File: src/rtl/multicycle_main_control.sv
// Main control FSM for the multicycle MIPS datapath: sequences fetch/decode/execute/memory/writeback
// and drives datapath selects and strobes, with a watchdog on every memory handshake.
module multicycle_main_control #(
    parameter int MEM_TIMEOUT = 16,
    parameter int TO_W        = 5
) (
    input  logic       clk,
    input  logic       rst_n,
    input  logic [5:0] opcode,
    input  logic [5:0] funct,
    input  logic       zero,
    input  logic       mem_ready,
    output logic       pc_write,
    output logic       pc_write_cond,
    output logic [1:0] pc_source,
    output logic       i_or_d,
    output logic       mem_read,
    output logic       mem_write,
    output logic       ir_write,
    output logic       reg_write,
    output logic [1:0] reg_dst,
    output logic [1:0] mem_to_reg,
    output logic       alu_src_a,
    output logic [1:0] alu_src_b,
    output logic [1:0] alu_op,
    output logic       instr_done,
    output logic       fault,
    output logic [3:0] state
);

    typedef enum logic [3:0] {
        IDLE     = 4'd0,
        FETCH    = 4'd1,
        DECODE   = 4'd2,
        MEM_ADDR = 4'd3,
        MEM_RD   = 4'd4,
        MEM_WB   = 4'd5,
        MEM_WR   = 4'd6,
        R_EXEC   = 4'd7,
        R_WB     = 4'd8,
        I_EXEC   = 4'd9,
        I_WB     = 4'd10,
        BRANCH   = 4'd11,
        JAL      = 4'd12,
        JR       = 4'd13,
        FAULT    = 4'd15
    } state_t;

    localparam logic [5:0] OP_RTYPE = 6'b000000;
    localparam logic [5:0] OP_LW    = 6'b100011;
    localparam logic [5:0] OP_SW    = 6'b101011;
    localparam logic [5:0] OP_BEQ   = 6'b000100;
    localparam logic [5:0] OP_JAL   = 6'b000011;
    localparam logic [5:0] OP_ADDI  = 6'b001000;
    localparam logic [5:0] OP_ANDI  = 6'b001100;
    localparam logic [5:0] FN_JR    = 6'b001000;

    localparam logic [TO_W-1:0] TO_LIM = TO_W'(MEM_TIMEOUT);
    localparam logic            WDOG_EN = (MEM_TIMEOUT != 0);

    state_t          cur, nxt;
    logic [TO_W-1:0] to_cnt;
    logic            waiting;
    logic            timed_out;

    // A memory-facing state stalls while the handshake is outstanding; mem_ready wins over the limit.
    assign waiting   = ((cur == FETCH) || (cur == MEM_RD) || (cur == MEM_WR)) && !mem_ready;
    assign timed_out = waiting && WDOG_EN && (to_cnt == TO_LIM);

    always_ff @(posedge clk) begin
        if (!rst_n) begin
            cur    <= IDLE;
            to_cnt <= '0;
        end else begin
            cur <= nxt;
            if (nxt != cur)
                to_cnt <= '0;
            else if (waiting && WDOG_EN)
                to_cnt <= to_cnt + 1'b1;
        end
    end

    always_comb begin
        nxt = cur;
        if (timed_out) begin
            nxt = FAULT;
        end else begin
            case (cur)
                IDLE:     nxt = FETCH;
                FETCH:    if (mem_ready) nxt = DECODE;
                DECODE: begin
                    case (opcode)
                        OP_RTYPE:         nxt = (funct == FN_JR) ? JR : R_EXEC;
                        OP_LW, OP_SW:     nxt = MEM_ADDR;
                        OP_BEQ:           nxt = BRANCH;
                        OP_JAL:           nxt = JAL;
                        OP_ADDI, OP_ANDI: nxt = I_EXEC;
                        default:          nxt = FETCH;
                    endcase
                end
                MEM_ADDR: nxt = (opcode == OP_LW) ? MEM_RD : MEM_WR;
                MEM_RD:   if (mem_ready) nxt = MEM_WB;
                MEM_WR:   if (mem_ready) nxt = FETCH;
                R_EXEC:   nxt = R_WB;
                I_EXEC:   nxt = I_WB;
                MEM_WB, R_WB, I_WB, BRANCH, JAL, JR: nxt = FETCH;
                FAULT:    nxt = FAULT;
                default:  nxt = IDLE;
            endcase
        end
    end

    always_comb begin
        pc_write      = 1'b0;
        pc_write_cond = 1'b0;
        pc_source     = 2'b00;
        i_or_d        = 1'b0;
        mem_read      = 1'b0;
        mem_write     = 1'b0;
        ir_write      = 1'b0;
        reg_write     = 1'b0;
        reg_dst       = 2'b00;
        mem_to_reg    = 2'b00;
        alu_src_a     = 1'b0;
        alu_src_b     = 2'b00;
        alu_op        = 2'b00;
        instr_done    = 1'b0;
        fault         = 1'b0;
        case (cur)
            FETCH: begin
                mem_read  = 1'b1;
                ir_write  = mem_ready;
                pc_write  = mem_ready;
                alu_src_b = 2'b01;
            end
            DECODE:   alu_src_b = 2'b11;
            MEM_ADDR: begin
                alu_src_a = 1'b1;
                alu_src_b = 2'b10;
            end
            MEM_RD: begin
                mem_read = 1'b1;
                i_or_d   = 1'b1;
            end
            MEM_WB: begin
                reg_write  = 1'b1;
                mem_to_reg = 2'b01;
                instr_done = 1'b1;
            end
            MEM_WR: begin
                mem_write  = 1'b1;
                i_or_d     = 1'b1;
                instr_done = mem_ready;
            end
            R_EXEC: begin
                alu_src_a = 1'b1;
                alu_op    = 2'b10;
            end
            R_WB: begin
                reg_write  = 1'b1;
                reg_dst    = 2'b01;
                instr_done = 1'b1;
            end
            I_EXEC: begin
                alu_src_a = 1'b1;
                alu_src_b = 2'b10;
                alu_op    = 2'b10;
            end
            I_WB: begin
                reg_write  = 1'b1;
                instr_done = 1'b1;
            end
            BRANCH: begin
                alu_src_a     = 1'b1;
                alu_op        = 2'b01;
                pc_write_cond = 1'b1;
                pc_source     = 2'b01;
                instr_done    = 1'b1;
            end
            // Link value comes from the PC before this edge's jump load.
            JAL: begin
                pc_write   = 1'b1;
                pc_source  = 2'b10;
                reg_write  = 1'b1;
                reg_dst    = 2'b10;
                mem_to_reg = 2'b10;
                instr_done = 1'b1;
            end
            JR: begin
                pc_write   = 1'b1;
                pc_source  = 2'b11;
                instr_done = 1'b1;
            end
            FAULT:   fault = 1'b1;
            default: ;
        endcase
    end

    assign state = cur;

endmodule
File: config.mk
export PLATFORM = sky130hd
export DESIGN_NAME = multicycle_main_control
export DESIGN_NICKNAME = d
export VERILOG_FILES = /design/src/rtl/multicycle_main_control.sv
export SDC_FILE = /design/constraint.sdc
export NUM_CORES = 1
export LEC_CHECK = 0
export CAP_MARGIN = 20
export CORE_MARGIN = 2
export CORE_UTILIZATION = 35
export CTS_CLUSTER_DIAMETER = 200
export DETAILED_ROUTE_END_ITERATION = 7
export PLACE_DENSITY = 0.72
export SYNTH_ARGS = -nofsm -noshare
export SYNTH_HDL_FRONTEND = slang
export SYNTH_SLANG_ARGS = --single-unit
File: constraint.sdc
create_clock -name clk -period 2.9 [get_ports clk]
set_clock_uncertainty 0.15 [all_clocks]
set_input_delay 0.58 -clock clk [delete_from_list [all_inputs] [get_ports clk]]
set_output_delay 0.58 -clock clk [all_outputs]
set_load 0.02 [all_outputs]
-- Word-level counts from Yosys, hierarchy flattened
Index checks and enable logic that the tools add are counted.
- $add $sub $neg: 1
- equal/unequal tests: 23
- muxes and demuxes: 23
- bitwise operators: 1
- reduce and logical (&&, ||, !) cells: 19
- operators with widths (kind ; number):
    $pmux W4 S9 ; 1
    $eq A4 B4 Y1 const B ; 7
    $mux W4 ; 5
    $pmux W4 S5 ; 1
    $eq A6 B4 Y1 const B ; 3
    $eq A4 B3 Y1 const B ; 4
    $reduce_or A2 Y1 ; 8
    $eq A6 B6 Y1 const B ; 2
    $pmux W2 S2 ; 3
    $pmux W2 S3 ; 2
    $eq A4 B2 Y1 const B ; 2
    $mux W1 ; 8
    $reduce_or A4 Y1 ; 2
    $reduce_or A7 Y1 ; 1
    $eq A6 B2 Y1 const B ; 1
    $eq A6 B3 Y1 const B ; 1
    $logic_not A6 Y1 ; 1
    $reduce_or A6 Y1 ; 1
    $add A5 B1 Y5 const B ; 1
    $eq A5 B5 Y1 const B ; 1
    $eq A4 B1 Y1 const B ; 1
    $logic_not A4 Y1 ; 1
    $ne A4 B4 Y1 ; 1
    $pmux W1 S2 ; 2
    other kinds (5) ; 7
- flip-flop bits (word level): 9
- bits of input ports: 16
- output and inout bits: 24
- logic and storage cells: 69

-- Longest topological paths before layout
- depth after elaboration: 8
- depth in mapped cells: 7
- depth with buffers taken out: 7

-- Worst setup path after synthesis
OpenSTA, ideal clock, no wires.
- path kind: register to output
- start: reg cur[2] (netlist: state[2])
- end: out reg_dst[1]
- arrival time: 1.943 ns
- data required time: 2.170 ns
- slack: 0.227 ns
- stages on the path, launching flop included: 6
- cells stage by stage: dfxtp_1 -> clkbuf_1 -> buf_1 -> nand2_1 -> nor3_1 -> buf_4
- word-level cells in the longest chain between the ends: 2
- ends and longest elaborated chain (element ; line ; source):
    start: declaration ; 61 ; state_t cur, nxt;
    start signal: assignment ; 75 ; cur <= nxt;
    $eq A4 B4 Y1 ; 129 ; case (cur)
    $pmux W2 S2 * ; 129 ;
    end: declaration ; 21 ; output logic [1:0] reg_dst,
Every way passes the cells marked *; elsewhere a longest branch is shown, timed or not.

-- Final worst setup path
- start: in mem_ready
- end: out pc_write
- word-level cells in the longest chain between the ends: 1
- ends and longest elaborated chain (element ; line ; source):
    start: declaration ; 12 ; input logic mem_ready,
    $pmux W1 S2 ; 129 ;
    end: declaration ; 13 ; output logic pc_write,
Every way passes these cells.

==> run summary <==
Clk_lat worst skew: 0.27 ns
Mapped Nets: 150
Final worst slack: 0.06723 ns
Slowest Stage Delay on Critical Path: 0.63 ns
Antenna violations before repair: 0
Die Wd: 56.33 um
FFs w/ async S/R, synth: 0
Layout cells sized above 1: 0.1429
Crit Path Class: primary input to primary output
Layout area overhead: 49.35%
CTS root buf: clkbuf_4
Max-cap viol count: 0
FF+latch count, synth: 9
Final min period: 2.833 ns
Startpoint Class: primary input
Clock tree buffer depth: 2
Post-DRT Antenna Nets: 0
Place WS: -0.1983 ns
Worst path cell trace: clkdlybuf4s50_1, or4b_2, nand2b_1, dlygate4sd2_1
RSZ-0062 raised after global routing: false
Slew @ Worst Pin: 0.4691 ns
Routed wire length: 2603 um
IO buf count: 38
Clk sinks: 9
Vias in the first global route: 1053
Worst vdd ir: 0.0002778 V
Drt pass-1 iters: 5
Clock-pin transition on the worst setup and hold timing paths: 0.06 ns
Syn Inst Count: 132
Initial Util: 0.3766
Relative slew slack: 0.6844
Worst EP required: 2.17 ns
Post-CTS Setup Inserts: 0
Number of diodes: 0
Grt total ovfl: 0
Routability cong.: 0.8353
Final period util: 0.9768
FMAX: 0.3530 GHz
CTS H-tree lvls: 1
# DRC: 0
Total Nets Final: 194
PD cells: 280.3 nW/um^2
Row cnt: 18
Global-route wire length before repair: 4505 um
Synth unique cells: 47
Wire per inst: 12.70 um
CTS tree: built
Fin. max-slew vios: 0
Post-synth EDFFs: 0
Most frequent cells in the layout: clkdlybuf4s50_1, nor2_1, nand2_1, buf_4, dfxtp_1
Yosys warns: 0
CP max stage cell: or4b_2
Die height: 56.33 um
Leak pwr: 0.5250 nW
Post-route non-filler standard cell count: 205
Mean post-synth cell area: 7.261 sq um
Initial DRC count: 18
Via-per-instance ratio: 5.376
Hold Path Class: register to register
Core area: 2545 sq um
Most common cell after layout, fill and taps aside: clkdlybuf4s50_1
Status: complete, no violations
Mapped cell area: 958.4 sq um
DR vias: 1102
Final hold viol count: 0
Fillers: 261
Largest net degree at the start of global routing: 22
Worst-path fanout max: 3
Final setup viols: 0
Full die area: 3173 sq um
Most used DFF post-synth: dfxtp_1
Tot GR Track Use: 0.1726
Worst Setup End Kind: primary output
CP Data Arrival Time: 2.10 ns
Dpl cells: 201
Ports: 40
Post-DP HPWL: 2093 um
Sequential fraction of the synthesis area: 0.1880
Num CTS Buffers: 3
## layer usage
| metal | track usage | vias up | share of wire |
|---|---|---|---|
| met5 | 0 | - | 0 |
| met4 | 0.04082 | 0 | 0.0065 |
| met3 | 0.02535 | 2 | 0.041 |
| met2 | 0.3244 | 27 | 0.51 |
| met1 | 0.2034 | 506 | 0.44 |
| li1 | - | 567 | - |
## worst max-delay path: cells and delay by family
| family | cells | cell delay, ns |
|---|---|---|
| buffers and inverters | 2 | 0.81 |
| and+or+nand+nor | 2 | 0.72 |
## synthesized netlist by cell type, types with 2 or more instances
master,n,area share
xor2_1,3,0.027
clkbuf_1,5,0.020
nor2_1,15,0.059
and2_1,2,0.013
a211oi_1,2,0.016
nand2_1,12,0.047
buf_4,3,0.023
nor3_1,6,0.031
ha_1,2,0.026
o21ai_0,3,0.016
dfxtp_1,9,0.19
o221ai_1,2,0.018
or2_2,2,0.013
nand2b_1,5,0.033
xnor2_1,6,0.055
nor2b_1,4,0.026
nand3b_1,2,0.016
nor4_1,6,0.039
nand4_1,3,0.020
a21oi_1,7,0.037
inv_1,7,0.027
## state kept, by name, summed over array words and instances (netlist names)
name    cells
to_cnt      5
state       4
## where the power goes
| part | leakage (nW) | internal, W | switching [W] | total [W] |
|---|---|---|---|---|
| Clock | 0.0150 | 0.0000531 | 0.0000462 | 0.0000993 |
| Combinational | 0.437 | 0.0000828 | 0.0000884 | 0.000171 |
| Sequential | 0.0730 | 0.000128 | 0.00000275 | 0.000131 |
## repair_timing
action / CTS / global route
endpoints found under the setup margin: 2 / 1
hold buffers: 0 / 0
resized for setup: 2 / 1
## metrics by stage
stage	hold slack [ns]	utilization	setup TNS, ns	total power (W)	area, sq um
after floorplan	0.3813	-	0	0.0002331	958.4
after global placement	0.3960	0.5521	-0.3547	0.0003029	1405
after detailed placement	0.3978	0.5521	-0.3707	0.0003065	1405
after CTS	0.4113	0.5615	0	0.0004053	1429
after global routing	0.4518	0.5624	0	0.0004258	1431
final	0.4096	0.5624	0	0.0004012	1431
## path summary, 6_finish.rpt
| path | cells past startpoint | slack, ns | end | from |
|---|---|---|---|---|
| max | 4 | 0.07 | pc_write | mem_ready |
| min | 2 | 0.41 | to_cnt[4] | to_cnt[4] |
| max reg2reg | 6 | 0.62 | to_cnt[2] | state[0] |
| min reg2reg | 2 | 0.41 | to_cnt[4] | to_cnt[4] |
## kinds of logic (layout without fill, tap and decap cells)
logic type	after synthesis	count (layout)	share of synthesized area
muxes	1	1	0.01175
adders and majority gates	2	2	0.02611
DFF	9	9	0.1880
buffers and inverters	18	61	0.09138
and+or+nand+nor	66	66	0.3864
AOI/OAI and AO/OA	27	27	0.2141
xor gates and xnor gates	9	9	0.08225
## final cells by class
type                            count  area (sq um)  share of cell area
Timing Repair Buffer               50         470.5              0.3287
Clock buffer                        4         26.28             0.01836
Tap cell                           30         37.54             0.02622
Inverter                            7         26.28             0.01836
Multi-Input combinational cell    105         690.7              0.4825
Sequential cell                     9         180.2              0.1259
(Power assumes the default switching activity.)
